[src/rtl/cnn_pkg.sv]
// cnn_pkg
// Shared constants and types for the CNN datapath. Holds the layer-3 pooled
// feature-map geometry (12x12 bytes after 2x2 max-pooling), the bank-local
// and bank-qualified address widths used by the layer-4 ping-pong buffer,
// and the bank-state encoding used when describing buffer occupancy.
package cnn_pkg;

  // Sample width of every feature-map element.
  localparam int DATA_W = 8;

  // Geometry of the pooled layer-3 output map.
  localparam int POOL3_MAP_W     = 12;
  localparam int POOL3_MAP_H     = 12;
  localparam int POOL3_MAP_DEPTH = POOL3_MAP_W * POOL3_MAP_H;

  // Bank-local index width and full {bank, index} width.
  localparam int POOL3_ADDR_W = 8;
  localparam int BANK_ADDR_W  = POOL3_ADDR_W + 1;

  // Occupancy view of a single bank. READING is a FULL bank that the read
  // side is currently pointing at.
  typedef enum logic [1:0] {
    BANK_EMPTY   = 2'd0,
    BANK_FILLING = 2'd1,
    BANK_FULL    = 2'd2,
    BANK_READING = 2'd3
  } bank_state_e;

  // Derive a bank's state from its full flag and whether the write or read
  // pointer currently selects it.
  function automatic bank_state_e bank_state(input logic full,
                                             input logic is_wr_bank,
                                             input logic is_rd_bank);
    bank_state_e st;
    if (full) begin
      st = is_rd_bank ? BANK_READING : BANK_FULL;
    end else begin
      st = is_wr_bank ? BANK_FILLING : BANK_EMPTY;
    end
    return st;
  endfunction

endpackage

[src/rtl/pool_buf_ram.sv]
// pool_buf_ram
// Simple dual-port storage for the two ping-pong banks of the layer-4 pool
// buffer: 2 banks x DEPTH entries x DATA_W bits.
// Ports:
//   clk_i, rst_i          clock and synchronous active-high reset (read
//                         register only; memory contents are never cleared)
//   we_i, wr_addr_i,      synchronous write port, address {bank, index}
//   wr_data_i
//   re_i, rd_addr_i       synchronous read port, address {bank, index}
//   rd_data_o             registered read data, held while re_i is low
module pool_buf_ram
  import cnn_pkg::*;
#(
  parameter int DATA_W = cnn_pkg::DATA_W,
  parameter int DEPTH  = cnn_pkg::POOL3_MAP_DEPTH,
  parameter int IDX_W  = cnn_pkg::POOL3_ADDR_W
) (
  input  logic              clk_i,
  input  logic              rst_i,
  input  logic              we_i,
  input  logic [IDX_W:0]    wr_addr_i,
  input  logic [DATA_W-1:0] wr_data_i,
  input  logic              re_i,
  input  logic [IDX_W:0]    rd_addr_i,
  output logic [DATA_W-1:0] rd_data_o
);

  logic [DATA_W-1:0] mem [0:1][0:DEPTH-1];
  logic [DATA_W-1:0] rd_data_q;

  logic             wr_bank;
  logic [IDX_W-1:0] wr_idx;
  logic             rd_bank;
  logic [IDX_W-1:0] rd_idx;
  logic             rd_in_range;

  assign wr_bank     = wr_addr_i[IDX_W];
  assign wr_idx      = wr_addr_i[IDX_W-1:0];
  assign rd_bank     = rd_addr_i[IDX_W];
  assign rd_idx      = rd_addr_i[IDX_W-1:0];
  // Indices past the end of a bank read back as zero rather than aliasing.
  assign rd_in_range = (rd_idx < IDX_W'(DEPTH));

  // Write port: no reset so the array maps onto block RAM.
  always_ff @(posedge clk_i) begin
    if (we_i && (wr_idx < IDX_W'(DEPTH))) begin
      mem[wr_bank][wr_idx] <= wr_data_i;
    end
  end

  // Registered read port; the output register is the only resettable state.
  always_ff @(posedge clk_i) begin
    if (rst_i) begin
      rd_data_q <= '0;
    end else if (re_i) begin
      rd_data_q <= rd_in_range ? mem[rd_bank][rd_idx] : '0;
    end
  end

  assign rd_data_o = rd_data_q;

endmodule

[src/rtl/layer_4_pool_buffer.sv]
// layer_4_pool_buffer
// Ping-pong buffer between the layer-3 ReLU/max-pool stage and the layer-4
// convolution. Pooled bytes arrive one per rising edge of relu_3_ready and
// fill a 144-entry bank in row-major order; a completed bank is handed to
// layer 4 for random-access reads until layer 4 releases it with rd_done.
// Ports:
//   clk, rst                 clock, synchronous active-high reset
//   d_in, relu_3_ready       pooled sample and its strobe from layer 3
//   rd_en, rd_addr           layer-4 read request, bank-local row*12+col
//   rd_done                  pulse releasing the bank currently being read
//   rd_data                  read data, one cycle after rd_en
//   layer_4_ready            a full bank is available at the read side
//   layer_4_write_complete   one-cycle pulse per completed bank
//   overflow                 sticky flag, a sample was dropped
module layer_4_pool_buffer #(
  parameter int DATA_W    = cnn_pkg::DATA_W,
  parameter int MAP_W     = cnn_pkg::POOL3_MAP_W,
  parameter int MAP_H     = cnn_pkg::POOL3_MAP_H,
  parameter int MAP_DEPTH = MAP_W * MAP_H,
  parameter int ADDR_W    = cnn_pkg::POOL3_ADDR_W
) (
  input  logic              clk,
  input  logic              rst,
  input  logic [DATA_W-1:0] d_in,
  input  logic              relu_3_ready,
  input  logic              rd_en,
  input  logic [ADDR_W-1:0] rd_addr,
  input  logic              rd_done,
  output logic [DATA_W-1:0] rd_data,
  output logic              layer_4_ready,
  output logic              layer_4_write_complete,
  output logic              overflow
);

  import cnn_pkg::*;

  logic              relu_prev_q;
  logic              wr_bank_q, wr_bank_d;
  logic [ADDR_W-1:0] wr_cnt_q, wr_cnt_d;
  logic [1:0]        full_q, full_d;
  logic              rd_bank_q, rd_bank_d;
  logic              overflow_q, overflow_d;
  logic              wr_done_q, wr_done_d;

  logic accept;
  logic wr_en;
  logic wr_last;
  logic rd_release;

  // A held strobe counts once: only its 0->1 transition accepts a sample.
  assign accept     = relu_3_ready & ~relu_prev_q;
  // Samples landing on a bank that is still full are dropped, never queued.
  assign wr_en      = accept & ~full_q[wr_bank_q];
  assign wr_last    = (wr_cnt_q == ADDR_W'(MAP_DEPTH - 1));
  // A release is only honoured while the read bank actually holds a frame.
  assign rd_release = rd_done & full_q[rd_bank_q];

  // Next-state logic. The write side only ever sets the flag of the bank it
  // is filling and the read side only clears the flag of the bank it is
  // reading; those are always different banks, so both can act together.
  always_comb begin
    wr_bank_d  = wr_bank_q;
    wr_cnt_d   = wr_cnt_q;
    full_d     = full_q;
    rd_bank_d  = rd_bank_q;
    overflow_d = overflow_q;
    wr_done_d  = 1'b0;

    if (wr_en) begin
      if (wr_last) begin
        full_d[wr_bank_q] = 1'b1;
        wr_cnt_d          = '0;
        wr_bank_d         = ~wr_bank_q;
        wr_done_d         = 1'b1;
      end else begin
        wr_cnt_d = wr_cnt_q + 1'b1;
      end
    end

    if (accept && full_q[wr_bank_q]) begin
      overflow_d = 1'b1;
    end

    if (rd_release) begin
      full_d[rd_bank_q] = 1'b0;
      rd_bank_d         = ~rd_bank_q;
    end
  end

  // State registers with synchronous reset; RAM contents survive reset.
  always_ff @(posedge clk) begin
    if (rst) begin
      relu_prev_q <= 1'b0;
      wr_bank_q   <= 1'b0;
      wr_cnt_q    <= '0;
      full_q      <= 2'b00;
      rd_bank_q   <= 1'b0;
      overflow_q  <= 1'b0;
      wr_done_q   <= 1'b0;
    end else begin
      relu_prev_q <= relu_3_ready;
      wr_bank_q   <= wr_bank_d;
      wr_cnt_q    <= wr_cnt_d;
      full_q      <= full_d;
      rd_bank_q   <= rd_bank_d;
      overflow_q  <= overflow_d;
      wr_done_q   <= wr_done_d;
    end
  end

  assign layer_4_ready          = full_q[rd_bank_q];
  assign layer_4_write_complete = wr_done_q;
  assign overflow               = overflow_q;

  pool_buf_ram #(
    .DATA_W (DATA_W),
    .DEPTH  (MAP_DEPTH),
    .IDX_W  (ADDR_W)
  ) u_ram (
    .clk_i     (clk),
    .rst_i     (rst),
    .we_i      (wr_en),
    .wr_addr_i ({wr_bank_q, wr_cnt_q}),
    .wr_data_i (d_in),
    .re_i      (rd_en),
    .rd_addr_i ({rd_bank_q, rd_addr}),
    .rd_data_o (rd_data)
  );

endmodule

[config.mk]
export PLATFORM = sky130hd
export DESIGN_NAME = layer_4_pool_buffer
export DESIGN_NICKNAME = d
export VERILOG_FILES = /design/src/rtl/cnn_pkg.sv /design/src/rtl/pool_buf_ram.sv /design/src/rtl/layer_4_pool_buffer.sv
export SDC_FILE = /design/constraint.sdc
export NUM_CORES = 2
export LEC_CHECK = 0
export CORE_MARGIN = 3
export CORE_UTILIZATION = 35
export CTS_CLUSTER_DIAMETER = 60
export DETAILED_ROUTE_END_ITERATION = 6
export PLACE_DENSITY_LB_ADDON = 0.25
export SETUP_SLACK_MARGIN = 0.05
export SLEW_MARGIN = 20
export SYNTH_ARGS = -nofsm -noshare
export SYNTH_HDL_FRONTEND = slang
export SYNTH_HIERARCHICAL = 1
export SYNTH_SLANG_ARGS = --single-unit
[constraint.sdc]
create_clock -name clk -period 6 [get_ports clk]
set_input_delay 1.2 -clock clk [delete_from_list [all_inputs] [get_ports clk]]
set_output_delay 1.2 -clock clk [all_outputs]
set_load 0.01 [all_outputs]
# [Word-level counts from Yosys, hierarchy flattened]
# Memories as Yosys holds them, arrays and structs flattened. A register that Yosys moved wholly into a read port is not among the register bits.
# Cells that the tools add are included.
[op_classes] add_sub_neg=1 n_lt_le_gt_ge=9 eq_ne=1 n_mux=23 bitwise=13 n_reduce_logical=7
[op_table] cell="$mux W1152" n=1
[op_table] cell="$bmux W8 S8" n=1
[op_table] cell="$demux W8 S8" n=1
[op_table] cell="$mux W8" n=5
[op_table] cell="$ge A9 B9 Y1 const B" n=2
[op_table] cell="$not A8 Y9" n=2
[op_table] cell="$lt A8 B8 Y1 const B" n=2
[op_table] cell="$mux W1" n=10
[op_table] cell="$lt A9 B1 Y1 const B" n=1
[op_table] cell="$add A8 B1 Y8 const B" n=1
[op_table] cell="$eq A8 B8 Y1 const B" n=1
[op_table] cell="$mux W2" n=3
[op_table] cell="$logic_and A1 B1 Y1" n=5
[op_table] cell="$not A1 Y1" n=5
[op_table] cell="$lt A1 B2 Y1 const B" n=2
[op_table] cell="$and A1 B1 Y1" n=3
[op_table] cell="$and A2 B2 Y2" n=1
[op_table] cell="$demux W1 S1" n=2
[op_table] cell="$ge A1 B1 Y1 const B" n=2
[op_table] cell="$not A2 Y2" n=1
[op_table] cell="$or A2 B2 Y2" n=1
[op_table] cell="$reduce_and A2 Y1" n=1
[op_table] cell="$reduce_or A2 Y1" n=1
[totals] register_bits=23 ramBits=2304 in_bits=21 word_cells=63 memories=1
[memory_table] memory="u_ram.mem" words=2 width=1152 rd=1 rd_ports_with_merged_regs=1 write_ports=1 line_no="pool_buf_ram.sv:28" source="logic [DATA_W-1:0] mem [0:1][0:DEPTH-1];"

# [Depth between registers and ports, before layout]
[logic_depth] ltp_word=9 depth_mapped=13

# [Cells and area by module]
# Netlist, hierarchy kept.
[by_module_without_submodules] module="pool_buf_ram" n_inst=1 cells_each=4321 area_per_inst_um2=90240.3 seq_area_each_um2=69346.5
[by_module_without_submodules] module="layer_4_pool_buffer" n_inst=1 cells_each=79 area_per_inst_um2=710.7 seq_area_each_um2=300.3

# [Worst setup path after synthesis]
# No wires, ideal clock.
[synth_path] kind="input to register" startpoint="input port relu_3_ready" endpoint="memory u_ram/mem[0][672] in the netlist's numbering, enable pin" setup_time_ps=370 t_arrival_ps=2881 required_time_ps=5630 slack_ps=2749 stages=8 path_cell_list="nor2b_1 -> nand2_1 -> inv_1 -> nand2_1 -> nor3b_1 -> nand3_1 -> clkbuf_1 -> nor2_1"
[synth_via] elab_chain_len=5
[synth_rtl] element="start, declared" line_no="layer_4_pool_buffer.sv:25" source="input logic relu_3_ready,"
[synth_rtl] element="$and A1 B1 Y1" line_no="layer_4_pool_buffer.sv:51" source="assign accept = relu_3_ready & ~relu_prev_q;"
[synth_rtl] element="$and A1 B1 Y1" line_no="layer_4_pool_buffer.sv:53" source="assign wr_en = accept & ~full_q[wr_bank_q];"
[synth_rtl] element="named net wr_en" line_no="layer_4_pool_buffer.sv:46" source="logic wr_en;"
[synth_rtl] element="$logic_and A1 B1 Y1" line_no="pool_buf_ram.sv:46" source="if (we_i && (wr_idx < IDX_W'(DEPTH))) begin"
[synth_rtl] element="$mux W1" line_no="pool_buf_ram.sv:46"
[synth_rtl] element="$mux W1152 (not written as such)" line_no="pool_buf_ram.sv:47" source="mem[wr_bank][wr_idx] <= wr_data_i;"
[synth_rtl] element="end, declared" line_no="pool_buf_ram.sv:28"
# The timed path passes the listed nets, and every way through them passes these cells.

# [Worst setup path in the final report]
[layout_path] startpoint="input port relu_3_ready" endpoint="memory u_ram/mem[1][460] in the netlist's numbering, enable pin"
# Same word-level chain as after synthesis.

==> flow_metrics.tcl <==
set metrics [dict create \
    p_leak_nw 30.8 \
    r2r-start "rd_bank_q" \
    wl_mm 249 \
    period_minus_slack_ps 4090 \
    hpwlAfterDp_mm 154 \
    finalNetCount 4617 \
    fin_tns_setup_ps 0 \
    yosysSeqAreaShare_pct 76.6 \
    cp_slowest_stage_delay_ps 970 \
    antenna_found_initial 5 \
    cts_root_buffer "clkbuf_16" \
    critPathLaunchType "input port" \
    finClkSkew_ps 67.9 \
    syn_inst 4400 \
    relSlewSlack_pct 22.4 \
    area_growth_pct 13.7 \
    r2r_cells 7 \
    die_x_um 516 \
    drc 0 \
    hold_class "reg2reg" \
    via_per_inst 5.56 \
    grt_max_degree 165 \
    cellPowerDensity_nw_per_um2 324 \
    hp-start "overflow" \
    totalPowerFinal_w 0.0335 \
    max-cap-violations 0 \
    critPathRequiredTime_ps 6510 \
    grt_pass1_vias 45600 \
    fillers 22500 \
    cts_setup_buffers 0 \
    crit_type "in2reg" \
    hold-path-endpoint "overflow" \
    cts.reportedPaths.clkPinSlew_ps 60 \
    crit_arrival_ps 4610 \
    crit_chain "clkdlybuf4s50_1 -> nor2b_1 -> nand2_1 -> inv_1 -> nand2_1 -> nand4bb_2 -> buf_4 -> nor2_1" \
    synth-async-reset-ratio_pct 0 \
    clk_path_buf_depth 3 \
    drive_above_1_share_pct 23.3 \
    numCtsBuffers 233 \
    synth_ff_type "edfxtp_1" \
    crit_path_frequent_cell "nand2_1" \
    clkSinkCount 2327 \
    clock_latency_ps 880 \
    holdPathStages 2 \
    cp_max_fo 13 \
    setup_viol 0 \
    antenna_left 0 \
    routed-via-count 45500 \
    post-place-ws_ps 1010 \
    routedWlPerCell_um 30.4 \
    final_area_um2 103000 \
    reg2reg_slack_ps 1940 \
    worstReg2RegEnd "u_ram/rd_data_o[4]" \
    hold_buffers 0 \
    avgSynthCellArea_um2 20.7 \
    drt_iter0_markers 5860 \
    synth-edff-count 2304 \
    layout_setup_ws_ps 1910 \
    final_common_cell "edfxtp_1" \
    placement.cell_area_um2 95700 \
    port_buffers 31 \
    synth_cell_types 79 \
    rows 186 \
    core_um2 258000 \
    fin_crit_sh_pct 68.2 \
    cts_tree "built" \
    worst_pin_slew_ps 1160 \
    synth_fp_nets 4422 \
    hold_viol_final 0 \
    place.gp.congestion 0.806 \
    drv_slew 0 \
    cts_resized 0 \
    grt_use_total_pct 18.6 \
    grt_pass1_wl_mm 354 \
    dieArea_um2 266000 \
    ir_drop_uv 355 \
    syn-cell-area_um2 91000 \
    endpoint_kind "register" \
    status "finished, final reports clean" \
    die_h_um 516 \
    yosysWarnings 6 \
    utilization_pct 40.1 \
    start_util_pct 35.3 \
    num_io_pins 32 \
    layout_common_cells "2304 x edfxtp_1, 524 x mux4_2, 345 x nor2_1" \
    fmax_mhz 244 \
    rsz0062_at_grt "no" \
    ys_ff_latch 2327 \
    grt_overflow 0 \
    ctsHtreeMaxLevel 4 \
    slowest_stage "nand4bb_2" \
    drt_first_pass_iters 6 \
]
==> stage by stage <==
stage,instances,hold WS [ps]
3_5_place_dp,7744,469
6_report,8182,470
2_1_floorplan,4400,473
3_3_place_gp,7744,461
4_1_cts,8179,483
5_1_grt,8180,510
==> cells in the mapped netlist (17+ instances only) <==
cell | number | area [um2]
buf_2 | 60 | 300
a21oi_1 | 90 | 450
o221ai_1 | 62 | 543
edfxtp_1 | 2304 | 69200
nand2_1 | 152 | 571
clkbuf_1 | 105 | 394
dfxtp_1 | 23 | 460
nor4_1 | 17 | 106
nor3_1 | 26 | 130
mux4_2 | 524 | 11800
buf_6 | 41 | 462
a31oi_1 | 18 | 113
buf_4 | 24 | 180
nand3_1 | 26 | 130
a22oi_1 | 35 | 263
nor2_1 | 346 | 1300
nor2b_1 | 22 | 138
o22ai_1 | 50 | 313
mux2i_1 | 199 | 1990
o21ai_0 | 31 | 155
a211oi_1 | 22 | 165
==> layout make-up <==
class / instances / area [um2] / area share (%)
Sequential cell: 2327 / 69700 / 67.4
Multi-Input combinational cell: 1800 / 19600 / 19.0
Clock buffer: 267 / 6000 / 5.80
Tap cell: 3384 / 4230 / 4.10
Timing Repair Buffer: 222 / 2130 / 2.06
Clock inverter: 168 / 1660 / 1.60
Inverter: 11 / 46.3 / 0.0448
Antenna cell: 3 / 7.51 / 0.00726
==> worst max path at each step <==
stage                             from            endpoint  slack [ps]  depth (start not counted)
after floorplan           relu_3_ready   u_ram/mem[0][672]        2750                          8
after global placement    relu_3_ready    u_ram/mem[0][38]         990                          9
after detailed placement  relu_3_ready   u_ram/mem[1][461]        1010                          8
after CTS                    rd_bank_q  u_ram/rd_data_o[4]        1920                          7
after global routing         rd_bank_q  u_ram/rd_data_o[4]        1790                          7
final                     relu_3_ready   u_ram/mem[1][460]        1910                          8
==> flip-flops by register name, summed over array words and instances (netlist names) <==
signal                  cells
full_q                      2
layer_4_write_complete      1
overflow                    1
rd_bank_q                   1
relu_prev_q                 1
u_ram/mem                2304
u_ram/rd_data_o             8
wr_bank_q                   1
wr_cnt_q                    8
==> power by group <==
part | switching, W | internal (W)
combinational | 0.000858 | 0.000309
sequential | 0.0000135 | 0.0179
clock | 0.00624 | 0.00823
total | 0.00711 | 0.0264
==> critical path: cells and delay by family <==
family | cells | cell delay, ps
buffers and inverters | 3 | 1220
and+or+nand+nor | 5 | 2150
==> logic make-up after synthesis <==
logic type,count (synthesis),synth area share (%)
flip-flops,2327,76.6
multiplexers,738,15.4
AND/OR/NAND/NOR,662,3.16
AO/OA/AOI/OAI,396,2.98
buffers and inverters,273,1.89
XOR/XNOR,3,0.0289
adder cells (fa/ha/maj),1,0.0138
==> per-layer routing <==
layer  vias to the layer above  wire length [um]  global-route usage [%]
met1                     24600            105000                    26.2
met4                         0              6310                    4.84
met2                      1842            120000                    29.8
met5                         -                 0                       0
met3                       313             18000                    3.41
li1                      18700                 -                       -
Power figures use the tool's default switching activity.
